===== src/rtl/icosoc_gpioseq_pkg.sv =====
// Shared definitions for the timed GPIO event sequencer: slave register map,
// CTRL/STATUS bit positions, GPIO target registers, FSM states, entry layout.
package icosoc_gpioseq_pkg;

    // Slave register map
    localparam logic [7:0] REG_STAGE  = 8'h00;
    localparam logic [7:0] REG_PUSH   = 8'h04;
    localparam logic [7:0] REG_CTRL   = 8'h08;
    localparam logic [7:0] REG_STATUS = 8'h0C;
    localparam logic [7:0] REG_DIR    = 8'h10;

    // Registers of the downstream GPIO module
    localparam logic [7:0] GPIO_REG_DATA = 8'h00;
    localparam logic [7:0] GPIO_REG_DIR  = 8'h04;

    // CTRL bit indices
    localparam int CTRL_RUN     = 0;
    localparam int CTRL_FLUSH   = 1;
    localparam int CTRL_LOOP    = 2;
    localparam int CTRL_CLR_OVF = 3;

    // STATUS bit indices ([7:0] holds the FIFO count)
    localparam int STAT_EMPTY    = 16;
    localparam int STAT_FULL     = 17;
    localparam int STAT_OVF      = 18;
    localparam int STAT_BUSY     = 19;
    localparam int STAT_DIR_PEND = 20;

    typedef enum logic [1:0] {
        ST_IDLE,
        ST_WAIT,
        ST_ISSUE,
        ST_DIRW
    } seq_state_e;

    // Entry layout for the default build (IO_LENGTH=32, DELAY_W=24):
    // data in the upper field, delay in the lower field.
    typedef struct packed {
        logic [31:0] data;
        logic [23:0] delay;
    } seq_entry_t;

endpackage


===== src/rtl/icosoc_gpioseq_fifo.sv =====
// Synchronous FIFO for sequencer entries. The caller only asserts push_i when
// there is room (a simultaneous pop counts as room); flush_i empties it and
// overrides push/pop in the same cycle.
module icosoc_gpioseq_fifo #(
    parameter int WIDTH = 56,
    parameter int DEPTH = 16,
    parameter int CW    = $clog2(DEPTH + 1)
) (
    input  logic             clk,
    input  logic             resetn,
    input  logic             push_i,
    input  logic             pop_i,
    input  logic             flush_i,
    input  logic [WIDTH-1:0] wdata_i,
    output logic [WIDTH-1:0] rdata_o,
    output logic [CW-1:0]    count_o,
    output logic             full_o,
    output logic             empty_o
);
    localparam int PW = $clog2(DEPTH);

    logic [WIDTH-1:0] mem_q [DEPTH];
    logic [PW-1:0]    wr_ptr_q;
    logic [PW-1:0]    rd_ptr_q;
    logic [CW-1:0]    count_q;

    assign rdata_o = mem_q[rd_ptr_q];
    assign count_o = count_q;
    assign full_o  = (count_q == CW'(DEPTH));
    assign empty_o = (count_q == '0);

    // Storage write; a full FIFO with pop+push rewrites the slot being popped,
    // which is safe because the popped value is taken before this edge.
    always_ff @(posedge clk) begin
        if (push_i && !flush_i) begin
            mem_q[wr_ptr_q] <= wdata_i;
        end
    end

    // Pointer and occupancy tracking; pointers wrap naturally (DEPTH is 2^n).
    always_ff @(posedge clk) begin
        if (!resetn || flush_i) begin
            wr_ptr_q <= '0;
            rd_ptr_q <= '0;
            count_q  <= '0;
        end else begin
            if (push_i) wr_ptr_q <= wr_ptr_q + PW'(1);
            if (pop_i)  rd_ptr_q <= rd_ptr_q + PW'(1);
            case ({push_i, pop_i})
                2'b10:   count_q <= count_q + CW'(1);
                2'b01:   count_q <= count_q - CW'(1);
                default: count_q <= count_q;
            endcase
        end
    end

endmodule


===== src/rtl/icosoc_mod_gpioseq.sv =====
// Timed GPIO event sequencer top: slave register decode, entry FIFO, timing
// FSM and the master port to the GPIO module. Define ICOSOC_GPIOSEQ_LOOP_EN
// to enable loop mode (popped entries are re-queued at the tail).
module icosoc_mod_gpioseq
    import icosoc_gpioseq_pkg::*;
#(
    parameter int CLOCK_FREQ_HZ = 0,
    parameter int IO_LENGTH     = 32,
    parameter int DEPTH         = 16,
    parameter int DELAY_W       = 24
) (
    input  logic        clk,
    input  logic        resetn,
    input  logic        ctrl_wr,
    input  logic        ctrl_rd,
    input  logic [7:0]  ctrl_addr,
    input  logic [31:0] ctrl_wdat,
    output logic [31:0] ctrl_rdat,
    output logic        ctrl_done,
    output logic        gpio_wr,
    output logic [7:0]  gpio_addr,
    output logic [31:0] gpio_wdat,
    input  logic        gpio_done
);
    localparam int EW = IO_LENGTH + DELAY_W;
    localparam int CW = $clog2(DEPTH + 1);
`ifdef ICOSOC_GPIOSEQ_LOOP_EN
    localparam bit LOOP_EN = 1'b1;
`else
    localparam bit LOOP_EN = 1'b0;
`endif

    // Clock frequency is part of the uniform module interface only.
    logic [31:0] cfg_unused;
    assign cfg_unused = 32'(CLOCK_FREQ_HZ);

    logic                 ctrl_done_q;
    logic [31:0]          ctrl_rdat_q;
    logic [IO_LENGTH-1:0] stage_q;
    logic [IO_LENGTH-1:0] dir_val_q;
    logic                 run_q, loop_q, ovf_q, dir_pend_q;
    seq_state_e           state_q;
    logic [DELAY_W-1:0]   cnt_q;
    logic [IO_LENGTH-1:0] data_q;
    logic                 gpio_wr_q;
    logic [7:0]           gpio_addr_q;
    logic [31:0]          gpio_wdat_q;

    logic                 req_acc, wr_acc, wr_stage, wr_push, wr_ctrl, wr_dir;
    logic                 flush_req, pop, repush, host_block, room;
    logic                 push_ok, push_drop, f_push;
    logic [EW-1:0]        f_wdata, f_rdata;
    logic [CW-1:0]        f_count;
    logic                 f_full, f_empty;
    logic [31:0]          status_w, rdat_d;

    assign ctrl_done = ctrl_done_q;
    assign ctrl_rdat = ctrl_rdat_q;
    assign gpio_wr   = gpio_wr_q;
    assign gpio_addr = gpio_addr_q;
    assign gpio_wdat = gpio_wdat_q;

    // Request decode, pop decision and FIFO push arbitration (loop re-push vs host).
    always_comb begin
        req_acc    = (ctrl_wr || ctrl_rd) && !ctrl_done_q;
        wr_acc     = ctrl_wr && !ctrl_done_q;
        wr_stage   = wr_acc && (ctrl_addr == REG_STAGE);
        wr_push    = wr_acc && (ctrl_addr == REG_PUSH);
        wr_ctrl    = wr_acc && (ctrl_addr == REG_CTRL);
        wr_dir     = wr_acc && (ctrl_addr == REG_DIR);
        flush_req  = wr_ctrl && ctrl_wdat[CTRL_FLUSH];
        pop        = (state_q == ST_IDLE) && !dir_pend_q && run_q && !f_empty && !flush_req;
        repush     = LOOP_EN && loop_q && pop;
        host_block = LOOP_EN && loop_q && run_q;
        room       = !f_full || pop;
        push_ok    = wr_push && !flush_req && room && !host_block;
        push_drop  = wr_push && !flush_req && (!room || host_block);
        f_push     = push_ok || repush;
        f_wdata    = repush ? f_rdata : {stage_q, ctrl_wdat[DELAY_W-1:0]};
    end

    // STATUS word and read-data mux; unmapped addresses read as zero.
    always_comb begin
        status_w                = '0;
        status_w[7:0]           = 8'(f_count);
        status_w[STAT_EMPTY]    = f_empty;
        status_w[STAT_FULL]     = f_full;
        status_w[STAT_OVF]      = ovf_q;
        status_w[STAT_BUSY]     = (state_q != ST_IDLE);
        status_w[STAT_DIR_PEND] = dir_pend_q;
        rdat_d                  = '0;
        case (ctrl_addr)
            REG_STAGE:  rdat_d = 32'(stage_q);
            REG_CTRL: begin
                rdat_d[CTRL_RUN]  = run_q;
                rdat_d[CTRL_LOOP] = loop_q;
            end
            REG_STATUS: rdat_d = status_w;
            default:    rdat_d = '0;
        endcase
    end

    icosoc_gpioseq_fifo #(
        .WIDTH (EW),
        .DEPTH (DEPTH),
        .CW    (CW)
    ) u_fifo (
        .clk     (clk),
        .resetn  (resetn),
        .push_i  (f_push),
        .pop_i   (pop),
        .flush_i (flush_req),
        .wdata_i (f_wdata),
        .rdata_o (f_rdata),
        .count_o (f_count),
        .full_o  (f_full),
        .empty_o (f_empty)
    );

    // Slave side: one-cycle completion pulse, register writes, overflow flag.
    always_ff @(posedge clk) begin
        if (!resetn) begin
            ctrl_done_q <= 1'b0;
            ctrl_rdat_q <= '0;
            stage_q     <= '0;
            run_q       <= 1'b0;
            loop_q      <= 1'b0;
            ovf_q       <= 1'b0;
            dir_val_q   <= '0;
        end else begin
            ctrl_done_q <= req_acc;
            if (req_acc && ctrl_rd) ctrl_rdat_q <= rdat_d;
            if (wr_stage) stage_q <= ctrl_wdat[IO_LENGTH-1:0];
            if (wr_ctrl) begin
                run_q  <= ctrl_wdat[CTRL_RUN];
                loop_q <= LOOP_EN && ctrl_wdat[CTRL_LOOP];
            end
            if (push_drop) begin
                ovf_q <= 1'b1;
            end else if (wr_ctrl && ctrl_wdat[CTRL_CLR_OVF]) begin
                ovf_q <= 1'b0;
            end
            if (wr_dir) dir_val_q <= ctrl_wdat[IO_LENGTH-1:0];
        end
    end

    // Sequencer FSM with registered master outputs; a pending direction write
    // takes priority over the next data pop. A new DIR write that lands as the
    // previous one completes keeps dir_pend set so the new value is issued too.
    always_ff @(posedge clk) begin
        if (!resetn) begin
            state_q     <= ST_IDLE;
            cnt_q       <= '0;
            data_q      <= '0;
            dir_pend_q  <= 1'b0;
            gpio_wr_q   <= 1'b0;
            gpio_addr_q <= '0;
            gpio_wdat_q <= '0;
        end else begin
            if (wr_dir) begin
                dir_pend_q <= 1'b1;
            end else if (state_q == ST_DIRW && gpio_done) begin
                dir_pend_q <= 1'b0;
            end
            case (state_q)
                ST_IDLE: begin
                    if (dir_pend_q) begin
                        gpio_wr_q   <= 1'b1;
                        gpio_addr_q <= GPIO_REG_DIR;
                        gpio_wdat_q <= 32'(dir_val_q);
                        state_q     <= ST_DIRW;
                    end else if (pop) begin
                        cnt_q   <= f_rdata[DELAY_W-1:0];
                        data_q  <= f_rdata[EW-1:DELAY_W];
                        state_q <= ST_WAIT;
                    end
                end
                ST_WAIT: begin
                    if (flush_req) begin
                        state_q <= ST_IDLE;
                    end else if (cnt_q == '0) begin
                        gpio_wr_q   <= 1'b1;
                        gpio_addr_q <= GPIO_REG_DATA;
                        gpio_wdat_q <= 32'(data_q);
                        state_q     <= ST_ISSUE;
                    end else begin
                        cnt_q <= cnt_q - DELAY_W'(1);
                    end
                end
                ST_ISSUE, ST_DIRW: begin
                    if (gpio_done) begin
                        gpio_wr_q <= 1'b0;
                        state_q   <= ST_IDLE;
                    end
                end
                default: state_q <= ST_IDLE;
            endcase
        end
    end

endmodule


===== config.mk =====
export PLATFORM = sky130hd
export DESIGN_NAME = icosoc_mod_gpioseq
export DESIGN_NICKNAME = d
export VERILOG_FILES = /design/src/rtl/icosoc_gpioseq_pkg.sv /design/src/rtl/icosoc_gpioseq_fifo.sv /design/src/rtl/icosoc_mod_gpioseq.sv
export SDC_FILE = /design/constraint.sdc
export NUM_CORES = 1
export LEC_CHECK = 0
export BUFFER_PORTS_ARGS = -buffer_cell sky130_fd_sc_hd__buf_2
export CAP_MARGIN = 20
export CORE_UTILIZATION = 55
export DETAILED_ROUTE_END_ITERATION = 10
export PLACE_DENSITY_LB_ADDON = 0.05
export SETUP_SLACK_MARGIN = 0.02
export SYNTH_ARGS = -nofsm -noshare
export SYNTH_HDL_FRONTEND = slang
export SYNTH_HIERARCHICAL = 1
export SYNTH_SLANG_ARGS = --single-unit
export TNS_END_PERCENT = 20

===== constraint.sdc =====
create_clock -name clk -period 8.9 [get_ports clk]
set_input_delay 2.225 -clock clk [delete_from_list [all_inputs] [get_ports clk]]
set_output_delay 2.225 -clock clk [all_outputs]
set_load 0.02 [all_outputs]

# [After elaboration in Yosys (flattened, before gate mapping)]
# Memory sizes are Yosys's and may differ from the RTL's. A register that Yosys moved wholly into a read port is not among the register bits.
# Index checks and enable logic that the tools add are counted.
[word_totals] reg_bits=212 ram_bits=896 output_inout_bits=74 n_memories=1
[mem_list] memory="u_fifo.mem_q" depth=16 word_bits=56 rd=1 rd_ports_with_merged_regs=1 write_ports=1 line_no="icosoc_gpioseq_fifo.sv:22" source="logic [WIDTH-1:0] mem_q [DEPTH];"
[classes] addsub=5 n_eq_ne=19 muxes=37 n_bitwise=1 n_reduce_logical=43
[ops] operator="$mux 24" n=4
[ops] operator="$mux 32" n=3
[ops] operator="$pmux 32 s2" n=1
[ops] operator="$pmux 29 s2" n=1
[ops] operator="$pmux 24 s2" n=1
[ops] operator="$logic_not 24->1" n=1
[ops] operator="$mux 8" n=3
[ops] operator="$sub 24x1->24 const B" n=1
[ops] operator="$logic_and 1x1->1" n=18
[ops] operator="$eq 8x4->1 const B" n=2
[ops] operator="$pmux 8 s2" n=1
[ops] operator="$ne 2x2->1 const B" n=6
[ops] operator="$mux 1" n=10
[ops] operator="$mux 2" n=5
[ops] operator="$pmux 5 s2" n=1
[ops] operator="$reduce_bool 2->1" n=5
[ops] operator="$add 4x1->4 const B" n=2
[ops] operator="$eq 8x3->1 const B" n=1
[ops] operator="$eq 8x5->1 const B" n=1
[ops] operator="$logic_not 8->1" n=1
[ops] operator="$mux 4" n=2
[ops] operator="$reduce_and 4->1" n=2
[ops] operator="$logic_not 1->1" n=7
[ops] operator="$eq 2x2->1 const B" n=3
[ops] operator="16 further kinds" n=23

# [Logic depth before layout (Yosys ltp)]
[logic_depth] ltp_word=11 depth_mapped=18

# [By module]
# Netlist, hierarchy kept.
[modules_own_cells] module="icosoc_gpioseq_fifo" n_inst=1 cells_per_inst=1481 area_per_inst_um2=34441.8 seq_area_each_um2=27246.1
[modules_own_cells] module="icosoc_mod_gpioseq" n_inst=1 cells_per_inst=1030 area_per_inst_um2=8293.0 seq_area_each_um2=3843.7

# [Worst setup path before layout]
# OpenSTA, ideal clock, no wires.
[synth_timing] kind="input port to flip-flop" from="input ctrl_addr[3]" to="memory u_fifo.mem_q[0][0], enable pin" setup_ns=0.419 arrival_time_ns=5.222 t_required_ns=8.481 slack_ns=3.258 path_stages=10 path_buffers=3 cell_sequence="and4b_1 -> nand3_1 -> nand2_1 -> buf_2 -> buf_2 -> a21boi_1 -> clkbuf_1 -> nand2b_1 -> nor3_1 -> and2_1"
[synth_between] elab_chain_cells=10 elab_cells_between_ends=13 classes_between="2 x eq/ne; 2 x mux; 9 x reduce/logical"
[synth_rtl] item="start, declared" line_no="icosoc_mod_gpioseq.sv:16" source="input logic [7:0] ctrl_addr,"
[synth_rtl] item="$eq 8x4->1"
[synth_rtl] item="$logic_and 1x1->1" line_no="icosoc_mod_gpioseq.sv:69" source="wr_ctrl = wr_acc && (ctrl_addr == REG_CTRL);"
[synth_rtl] item="$logic_and 1x1->1" line_no="icosoc_mod_gpioseq.sv:71" source="flush_req = wr_ctrl && ctrl_wdat[CTRL_FLUSH];"
[synth_rtl] item="$logic_not 1->1" line_no="icosoc_mod_gpioseq.sv:72, icosoc_mod_gpioseq.sv:76"
[synth_rtl] item="$logic_and 1x1->1" line_no="icosoc_mod_gpioseq.sv:72" source="pop = (state_q == ST_IDLE) && !dir_pend_q && run_q && !f_empty && !flush_req;"
[synth_rtl] item="$logic_or 1x1->1" line_no="icosoc_mod_gpioseq.sv:75" source="room = !f_full || pop;"
[synth_rtl] item="$logic_and 1x1->1 (*)" line_no="icosoc_mod_gpioseq.sv:76" source="push_ok = wr_push && !flush_req && room && !host_block;"
[synth_rtl] item="named net f_push" line_no="icosoc_mod_gpioseq.sv:51" source="logic push_ok, push_drop, f_push;"
[synth_rtl] item="$logic_and 1x1->1 (*)" line_no="icosoc_gpioseq_fifo.sv:35" source="if (push_i && !flush_i) begin"
[synth_rtl] item="$mux 1 (*)" line_no="icosoc_gpioseq_fifo.sv:35"
[synth_rtl] item="$mux 1 (implied by the code) (*)" line_no="icosoc_gpioseq_fifo.sv:36" source="mem_q[wr_ptr_q] <= wdata_i;"
[synth_rtl] item="end, declared" line_no="icosoc_gpioseq_fifo.sv:22"
# Mark *: on every way through the listed nets, which the timed path passes. The rest lies on a longest branch.

# [Final worst setup path]
[layout_timing] from="input ctrl_addr[1]" to="memory u_fifo.mem_q[2][6], enable pin"
# The elaborated chain is that of the path after synthesis.

==> run metrics <==
Avg Cell Area, Syn 17.0 µm²; Layout area overhead 12.0%; relative slew slack 0.229; post-route ant nets 0; Clk Latency, worst-skew pair about 0.68 ns; Filler Cell Count about 5500; Max Cap Viol 0; DRT iter0 DRCs between 2000 and 2500; Final Power 10.3 mW; crit start category input pin; R2R Setup Slk about 4.4 ns; class of the worst hold path flip-flop to flip-flop; cell with the most instances after synthesis edfxtp_1; Synth Cell Area 42700 µm²; pre-CTS setup slack between 2 and 3 ns; peak supply drop 178 µV; CP max FO 34; vias in the first global route around 24000; 1st-pass router iterations 7; worst-margin pin slew between 1 and 1.5 ns; Yosys Warn Count 6; asr flop ratio synth 0; WP buf/inv 2; Routed WL between 100000 and 150000 µm; final core area utilization 0.626; # IOs approximately 120; H-tree depth 3; Final TNS setup 0 ns; ratio of cells with drive above 1 in the final layout 0.233; fin worst setup slack approximately 3.6 ns; Setup CP Type input pin to flip-flop; Clock Sinks around 1100; top-area cell type share of the netlist area 0.630; Final HPWL DP about 56000 µm; DRC 0; Reg area between 30000 and 40000 µm²; top cells by area, synth edfxtp_1, mux4_2, dfxtp_1; Worst Path Required between 9 and 10 ns; slowest cell on the critical path buf_4; final setup violating endpoints 0; Core ar. approximately 76000 µm²; CP delay by family, top simple AND/OR/NAND/NOR gates; Starting Density 0.559; nets roughly 2700; routed len/inst between 20 and 30 µm; number of port buffers between 100 and 150; routability cong. roughly 0.83; Synth Register Bits between 1000 and 1500; Post-synth EDFFs about 900; cts repair resizes 0; Die Area 78800 µm²; largest net degree at the start of global routing 100; Mapped Cells between 2000 and 3000; longest individual stage delay on the worst path 0.61 ns; leakage power ~16 nW; Worst Path Arrival 5.58 ns; cell area power density 215 nW/µm²; CTS Hold Bufs 0; diode count 0; Clock Skew around 0.025 ns; chip height approximately 280 µm; f_max around 0.19 GHz; register area share after synthesis 0.728; die width approximately 280 µm; vias after detailed routing around 23000; endpoints failing hold 0; hold slack final ~0.45 ns; Synth Flop Type edfxtp_1; Clock Root Buffer clkbuf_16; area leader, netlist edfxtp_1; remaining global-route overflow 0; TritonCTS buffer count 112; Worst-path clk slew roughly 0.060 ns; crit path cell chain buf_2 -> or3_1 -> nor4_1 -> and3_1 -> a21boi_1 -> nand2b_1 -> nor3_1 -> and2_4 -> buf_4; crit end category flip-flop; first-pass GRT wire length ~160000 µm; GRT Total Usage 0.272; Distinct cells, synth around 70; outcome finished, final reports clean; Final min period 5.28 ns; initial antenna violation count 0; Pins Over Slew Limit 0; RSZ-0062 raised after global routing false; TritonCTS clock tree done; most frequent cells after synthesis edfxtp_1, nand2_1, mux4_2; Max Buffers Root-to-Sink 3; multi-input logic area 10900 µm²; Std-Cell Rows 101; vias per cell 6.27; fin crit share 0.594; post-CTS setup buffers 0
==> report_power, final <==
part | internal, mW | switching [mW] | leakage [nW]
Combinational | 0.0179 | 0.0879 | 3.67
Sequential | 5.54 | 0.00340 | 10.9
Clock | 2.69 | 1.95 | 1.85
Total | 8.24 | 2.04 | 16.4
==> worst reg2reg max path, cell delays in order (launching register included) <==
cell,delay [ns]
dfxtp_1,0.61
nor4_1,0.13
nor2b_1,0.18
nand2b_1,0.20
nor4_4,0.58
nand2_2,0.14
a21boi_1,0.55
nand2b_1,0.14
nor3_1,0.39
and2_4,0.49
buf_4,0.61
==> through the flow <==
| stage | area [µm²] | std cells |
|---|---|---|
| after floorplan | 42800 | 2517 |
| after global placement | 44100 | 3527 |
| after detailed placement | 44100 | 3527 |
| after CTS | 47800 | 3741 |
| after global routing | 47900 | 3742 |
| final | 47900 | 3742 |
==> flip-flops by register name, indices dropped and copies added, names as in the netlist, named ones only <==
register,flops
gpio_wr,1
ovf_q,1
u_fifo/rd_ptr_q,4
u_fifo/count_o,5
run_q,1
ctrl_rdat,32
stage_q,32
u_fifo/mem_q,896
u_fifo/wr_ptr_q,4
dir_val_q,32
ctrl_done,1
dir_pend_q,1
gpio_wdat,32
gpio_addr,1
data_q,32
cnt_q,24
state_q,2
==> cells by family (layout without fill, tap and decap cells) <==
kind of cell	count (synthesis)	count (layout)	share of synthesized area
DFF	1105	1105	0.728
and+or+nand+nor	557	557	0.0575
AOI/OAI and AO/OA	357	357	0.0540
muxes	294	294	0.135
buffers and inverters	177	372	0.0205
adders and majority gates	11	11	0.00322
xor gates and xnor gates	9	9	0.00184
other	1	7	0.0000878
==> final timing paths <==
| path | startpoint | cells past startpoint | end |
|---|---|---|---|
| setup reg to reg | u_fifo/count_o[2]$_SDFFE_PP0P_ | 10 | u_fifo/mem_q[2][6]$_DFFE_PP_ |
| setup / recovery | ctrl_addr[1] | 9 | u_fifo/mem_q[2][6]$_DFFE_PP_ |
| hold / removal | ctrl_rdat[13]$_SDFFE_PN0P_ | 2 | ctrl_rdat[13]$_SDFFE_PN0P_ |
| hold reg to reg | ctrl_rdat[13]$_SDFFE_PN0P_ | 2 | ctrl_rdat[13]$_SDFFE_PN0P_ |
==> final cells by class <==
cell class / count / area share
Clock inverter: 47 / 0.00755
Inverter: 12 / 0.00105
Clock buffer: 167 / 0.0698
Timing Repair Buffer: 146 / 0.0178
Multi-Input combinational cell: 1235 / 0.227
Sequential cell: 1105 / 0.650
Tap cell: 1030 / 0.0269
==> metal layers <==
metal / global-route usage / vias up / wire length [µm]
met5: 0 / - / 0
met4: 0.0836 / 0 / 2590
met3: 0.0366 / 168 / 6660
met2: 0.440 / 911 / 51000
met1: 0.386 / 12300 / 44500
li1: - / 10100 / -
==> cells in the final DEF (no fill, tap or decap), types with 6 or more instances in the layout <==
cell type	n
edfxtp_1	896
nand2_1	370
mux4_2	224
dfxtp_1	206
a21oi_1	164
a22oi_1	119
clkbuf_16	118
buf_2	110
nor2_1	46
mux2i_1	37
buf_4	34
mux2_2	33
clkinv_2	32
nand3_1	30
clkbuf_1	27
nor3_1	24
clkbuf_8	20
and2_4	16
o32ai_1	15
a221oi_1	11
ha_1	11
inv_1	8
nor2b_1	7
and3_1	7
a32oi_1	7
o22ai_1	7
conb_1	7
a31oi_1	6
xor2_1	6
No activity file was read; power rests on OpenSTA's default activity.
